<file path="config.mk">
export PLATFORM = sky130hd
export DESIGN_NAME = fetch_decode_stage
export DESIGN_NICKNAME = d
export VERILOG_FILES = /design/src/rtl/mips_pkg.sv /design/src/rtl/instr_field_decode.sv /design/src/rtl/fetch_decode_stage.sv
export SDC_FILE = /design/constraint.sdc
export NUM_CORES = 1
export LEC_CHECK = 0
export CAP_MARGIN = 0
export CORE_AREA = 2 2 161 84
export CTS_CLUSTER_SIZE = 12
export DETAILED_ROUTE_END_ITERATION = 8
export DIE_AREA = 0 0 163 86
export MAX_ROUTING_LAYER = met4
export PLACE_DENSITY_LB_ADDON = 0.15
export SETUP_SLACK_MARGIN = 0.5
export SYNTH_ARGS = -nofsm -noshare
export SYNTH_HDL_FRONTEND = slang
export SYNTH_SLANG_ARGS = --single-unit
</file>
<file path="constraint.sdc">
create_clock -name clk -period 3.43 [get_ports clk]
set_input_delay 0.686 -clock clk [delete_from_list [all_inputs] [get_ports clk]]
set_output_delay 0.686 -clock clk [all_outputs]
set_load 0.01 [all_outputs]
</file>
<file path="src/rtl/mips_pkg.sv">
// Shared MIPS constants and decode payload for the front-end pipeline stages.
package mips_pkg;

  localparam int unsigned XLEN  = 32;
  localparam int unsigned REG_W = 5;
  localparam int unsigned OP_W  = 6;

  typedef enum logic [OP_W-1:0] {
    OP_RTYPE = 6'h00,
    OP_J     = 6'h02,
    OP_JAL   = 6'h03,
    OP_BEQ   = 6'h04,
    OP_ADDI  = 6'h08,
    OP_ADDIU = 6'h09,
    OP_SLTI  = 6'h0A,
    OP_ANDI  = 6'h0C,
    OP_ORI   = 6'h0D,
    OP_LUI   = 6'h0F,
    OP_LW    = 6'h23,
    OP_SW    = 6'h2B
  } opcode_e;

  localparam logic [OP_W-1:0]  FUNCT_JR         = 6'h08;
  localparam logic [REG_W-1:0] REG_RA           = 5'd31;
  localparam logic [XLEN-1:0]  NOP              = 32'h0000_0000;
  localparam logic [XLEN-1:0]  RESET_PC_DEFAULT = 32'h0000_0000;

  // Register-file facing fields extracted from one instruction word
  typedef struct packed {
    logic [REG_W-1:0] rs;
    logic [REG_W-1:0] rt;
    logic [REG_W-1:0] dest;
    logic             regwrite;
  } decode_t;

endpackage

</file>
<file path="src/rtl/instr_field_decode.sv">
// Combinational field split of an instruction word into register addresses,
// write destination and an unqualified write enable.
module instr_field_decode
  import mips_pkg::*;
(
  input  logic [XLEN-1:0] instruction,
  output decode_t         fields
);

  logic [OP_W-1:0]  opcode;
  logic [OP_W-1:0]  funct;
  logic [REG_W-1:0] rd;
  logic             unused_shamt;

  assign opcode       = instruction[31:26];
  assign funct        = instruction[5:0];
  assign rd           = instruction[15:11];
  assign unused_shamt = ^instruction[10:6];

  always_comb begin
    fields          = '0;
    fields.rs       = instruction[25:21];
    fields.rt       = instruction[20:16];
    fields.dest     = instruction[20:16];
    fields.regwrite = 1'b0;
    // rd = 0 still writes; the register file drops writes to $0
    case (opcode)
      OP_RTYPE: begin
        fields.dest     = rd;
        fields.regwrite = (funct != FUNCT_JR);
      end
      OP_JAL: begin
        fields.dest     = REG_RA;
        fields.regwrite = 1'b1;
      end
      OP_ADDI, OP_ADDIU, OP_SLTI, OP_ANDI, OP_ORI, OP_LUI, OP_LW:
        fields.regwrite = 1'b1;
      default: fields.regwrite = 1'b0;
    endcase
  end

endmodule

</file>
<file path="src/rtl/fetch_decode_stage.sv">
// PC, instruction fetch, IF/ID pipeline register, field decode and
// load-use hazard detection against the EX stage.
module fetch_decode_stage
  import mips_pkg::*;
#(
  parameter logic [31:0] RESET_PC = RESET_PC_DEFAULT
) (
  input  logic              clk,
  input  logic              reset,
  input  logic              stall,
  input  logic              flush,
  input  logic              branch_taken,
  input  logic [XLEN-1:0]   branch_target,
  output logic [XLEN-1:0]   imem_addr,
  input  logic [XLEN-1:0]   imem_data,
  output logic [XLEN-1:0]   instruction,
  output logic [XLEN-1:0]   pc_plus4,
  output logic              valid,
  output logic [REG_W-1:0]  address1,
  output logic [REG_W-1:0]  address2,
  output logic [REG_W-1:0]  dest,
  output logic              regwrite,
  input  logic              ex_memread,
  input  logic [REG_W-1:0]  ex_rt,
  output logic              hazard_stall
);

  logic [XLEN-1:0] pc;
  logic [XLEN-1:0] pc_inc;
  logic            hold;
  logic            squash;
  logic            unused_target_lsb;
  decode_t         fields;

  assign pc_inc            = pc + XLEN'(4);
  assign hold              = stall | hazard_stall;
  assign squash            = flush | branch_taken;
  assign unused_target_lsb = ^branch_target[1:0];
  assign imem_addr         = pc;

  // Redirect wins over hold so a stalled fetch can still be steered away
  always_ff @(posedge clk) begin
    if (reset) begin
      pc <= RESET_PC;
    end else if (branch_taken) begin
      pc <= {branch_target[31:2], 2'b00};
    end else if (!hold) begin
      pc <= pc_inc;
    end
  end

  always_ff @(posedge clk) begin
    if (reset || squash) begin
      instruction <= NOP;
      pc_plus4    <= '0;
      valid       <= 1'b0;
    end else if (!hold) begin
      instruction <= imem_data;
      pc_plus4    <= pc_inc;
      valid       <= 1'b1;
    end
  end

  instr_field_decode u_decode (
    .instruction (instruction),
    .fields      (fields)
  );

  assign address1 = fields.rs;
  assign address2 = fields.rt;
  assign dest     = fields.dest;
  assign regwrite = valid & fields.regwrite;

  // rt is compared for every format; a false hit only costs one bubble
  assign hazard_stall = valid & ex_memread & (ex_rt != '0) &
                        ((ex_rt == fields.rs) | (ex_rt == fields.rt));

endmodule

</file>
* Word level (Yosys, flattened, before mapping) *
Cells that the tools add are included.

word-level totals
  flip-flop bits (word level) = 97
  latch bits = 0
  memory bits (writable) = 0
  memory bits (read-only) = 0
  bits of input ports = 75
  output and inout port bits = 114
  logic and storage cells = 34
  memories = 0

operators by class
  $add $sub $neg = 1
  multipliers = 0
  div/mod/pow operators = 0
  order comparisons = 0
  equality and inequality tests = 12
  shift operators = 0
  muxes and demuxes = 4
  bitwise operators = 7
  reduce and logical (&&, ||, !) cells = 5

operators by type and width
  kind                     count
  $mux W32                 2
  $eq A6 B4 Y1 const B     6
  $add A32 B3 Y32 const B  1
  $eq A5 B5 Y1             2
  $pmux W5 S2              1
  $reduce_or A8 Y1         1
  $eq A6 B2 Y1 const B     1
  $eq A6 B6 Y1 const B     1
  $logic_not A6 Y1         1
  $ne A6 B4 Y1 const B     1
  $reduce_bool A5 Y1       1
  $and A1 B1 Y1            4
  $or A1 B1 Y1             3
  $ne A2 B2 Y1 const B     1
  $pmux W1 S2              1
  $reduce_or A2 Y1         1
  $logic_or A1 B1 Y1       1

* Longest topological paths before layout *
  depth in word-level cells = 6
  mapped depth = 8
  gate-level depth less buffers = 7

* Cells and area by module *
Synthesis repeated with hierarchy kept, for this count alone.

unflattened totals
  cell total of the unflattened synthesis = 573
  area, all modules = 4773.3 µm²

modules (own cells, without submodules)
  module              instances  cells an instance  area an instance (µm²)  sequential area each (µm²)
  fetch_decode_stage  1          533                4519.3                  1861.8
  instr_field_decode  1          40                 254.0                   0.0

* Worst setup path after synthesis *
OpenSTA, ideal clock, no wires.

  path type = input to output
  from = input ex_rt[1]
  to = output hazard_stall
  data arrival time = 1944 ps
  data required time = 2744 ps
  slack = 800 ps
  stages on the path = 6
  buffers on the path = 2
  path through = or4_1 o211a_1 buf_6 nand2_1 inv_1 buf_2

on the way
  word-level cells in the longest chain between the ends = 3
  elaborated cells on any way between the ends = 6
  those cells by class = eq/ne (2); bitwise (3); reduce/logical (1)

ends and longest elaborated chain
  what                                                       RTL line                                            RTL
  from (decl)                                                fetch_decode_stage.sv:24                            input logic [REG_W-1:0] ex_rt,
  $eq A5 B5 Y1 / $reduce_bool A5 Y1 (equally long branches)  fetch_decode_stage.sv:76, fetch_decode_stage.sv:75
  $or A1 B1 Y1 / $and A1 B1 Y1 (equally long branches)       fetch_decode_stage.sv:76, fetch_decode_stage.sv:75
  $and A1 B1 Y1 *                                            fetch_decode_stage.sv:75                            assign hazard_stall = valid & ex_memread & (ex_rt != '0) &
  to (decl)                                                  fetch_decode_stage.sv:25                            output logic hazard_stall

Every way passes the cells marked *; elsewhere a longest branch is shown, timed or not.

* Worst setup path after layout *
  from = input ex_rt[4]
  to = output hazard_stall

The elaborated chain is that of the path after synthesis.

==> metrics <==
CTS Buf Count 9; Via Count around 5000; Final period util 0.833; Max VDD drop 0.216 mV; Worst Skew around 0.011 ns; largest net degree at the start of global routing 68; WP data required 2.74 ns; CP endpoint kind output pin; Synth cell types 52; CP Class input port to output pin; main combinational cell family by area after synthesis simple AND/OR/NAND/NOR gates; CP bufs+invs 3; Max Root-Sink Buffers 2; number of global-route vias before repair 4604; Cells after DPL 926; post-synthesis compound-gate area fraction 0.206; placed inst area 6820 um2; pre-CTS setup slack 0.119 ns; Post-Syn Area per Cell 8.02 um2; final worst slack 0.572 ns; Final Wtd Congestion 0.817; Synth Area in Simple Gates 0.247; Post-Layout Cell Count approximately 950; max-slew violations 0; slowest CP cell clkdlybuf4s50_1; post-route ant nets 0; kind of start point of the critical path input port; Worst path top cell family by delay buffers and inverters; Synth Instances about 620; Core Region between 10000 and 15000 um2; Hold WS between 0.4 and 0.5 ns; Netlist Area Pre-Place about 5000 um2; # setup viols final 0; PortBufs 182; I/O pin count 189; clk root buf clkbuf_16; First-pass DRT Iterations 5; post-layout power about 2.7 mW; CP Max Fanout 3; layout cells sized above 1 0.0787; cells along the critical path clkdlybuf4s50_1, or4_4, o211a_1, nand2_2, inv_1, buf_2; Yosys reg bits between 90 and 100; hpwl dp 11000 um; layout net count 846; Slew headroom 0.396; CTS tree built; H-tree depth 3; static leakage ~2.6 nW; setup_tns 0 ns; DIE WIDTH 163 um; ANT cells 0; Synth async-reset ratio 0; Die Y 86 um; Post-Route WL 15800 um; clock-pin slew on the worst setup and hold paths 0.06 ns; design area ~7200 um2; post-synthesis sequential area ratio 0.376; Arrival @ worst endpoint 2.17 ns; DRC 0; Crit path largest cell delay 0.48 ns; most used flip-flop cell after synthesis dfxtp_1; Starting Density 0.396; row count 29; initial antenna violation count 0; RSZ-0062 raised after global routing no; WL/cell approximately 17 um; worst-skew pair later-pin latency 0.34 ns; CTS hold repair buffers 0; Synth Warn # 0; synth-to-layout area growth 45.4%; first-pass GRT wire length 24200 um; via density per instance 5.33; Final Hold Fails 0; fmax 0.350 GHz; Worst Max-Slew Pin Slew 0.905 ns; Min-Delay Path Class flip-flop to flip-flop; total gr overflow 0; clk sinks 93; gr usage total 0.225; outcome finished clean; Synth Area in Adders 0.00253; EDFF count, synth 0; Pwr per Cell Area 376 nW/um2; die footprint 14000 um2; most frequent cells in the layout clkdlybuf4s50_1, dfxtp_1, nand2_1; fin crit period 2.86 ns; commonest non-fill, non-tap cell in the layout clkdlybuf4s50_1; XOR/XNOR share of the synthesized area 0.0778; DRT iter0 DRCs 393; final core utilization 0.575; fillcell total 1173; mux cell area share after synthesis 0.0121; # Max-Cap Violations 0
==> sequential cells by signal, indices dropped and copies added, names as in the netlist <==
name	flops
valid	1
instruction	32
pc_plus4	30
imem_addr	30
==> cells in the mapped netlist (all sizes together) (4+ instances only) <==
library cell | instances | area share
nand2 | 94 | 0.072
dfxtp | 93 | 0.38
nor2 | 65 | 0.049
a21oi | 52 | 0.055
xnor2 | 38 | 0.067
buf | 36 | 0.050
a211oi | 35 | 0.064
clkbuf | 26 | 0.020
nor3 | 24 | 0.024
o21ai | 17 | 0.017
nand4 | 16 | 0.023
nand3 | 15 | 0.016
and3 | 12 | 0.015
nor4 | 11 | 0.020
inv | 10 | 0.0076
a31oi | 6 | 0.0076
mux2i | 6 | 0.012
xor2 | 6 | 0.011
o311a | 5 | 0.010
and4 | 4 | 0.0071
or3 | 4 | 0.0051
==> worst paths after layout <==
check	from	endpoint	slack [ns]	cells past startpoint
hold / removal	instruction[7]	instruction[7]	0.46	2
hold reg to reg	instruction[7]	instruction[7]	0.46	2
setup reg to reg	imem_addr[2]	imem_addr[28]	0.88	7
setup / recovery	ex_rt[4]	hazard_stall	0.57	6
==> what timing repair did <==
item / 4_1_cts / 5_1_grt
resized for setup: 8 / 4
endpoints found under the setup margin: 2 / 3
pin swaps: 2 / 4
gates cloned: 0 / 1
buffers inserted: 1 / 1
==> final cells by class <==
type,instances,area [um2],share of cell area
inverter,10,37.5,0.00521
tap,170,213,0.0295
sequential,93,1860,0.259
multi-input combinational,456,2760,0.383
timing repair buffer,200,2010,0.279
clock buffer,13,250,0.0348
clock inverter,3,68.8,0.00956
==> power by group <==
group	leakage (nW)	total, mW	switching [mW]	internal (mW)
Combinational	1.68	0.440	0.203	0.237
Clock	0.154	1.09	0.428	0.662
Sequential	0.759	1.18	0.0603	1.12
Total	2.59	2.71	0.692	2.02
==> worst register-to-register path, delay by kind of cell (launching register included) <==
kind,cells,cell delay [ns]
AND/OR/NAND/NOR,3,1.14
flip-flops,1,0.46
AO/OA/AOI/OAI,2,0.39
adder cells (fa/ha/maj),1,0.30
XOR/XNOR,1,0.15
==> kinds of logic after synthesis <==
family | count (synthesis)
buffers and inverters | 72
flip-flops | 93
adder cells (fa/ha/maj) | 1
AO/OA/AOI/OAI | 144
other | 1
XOR/XNOR | 44
multiplexers | 6
AND/OR/NAND/NOR | 256
==> metal layers <==
metal  vias up  global-route usage  routed length, um
li1       2481                   -                  -
met3        14              0.0382                917
met5         -                   -                  0
met4         0              0.0499                160
met2       173               0.343               7070
met1      2372               0.312               7620
Power figures use the tool's default switching activity.
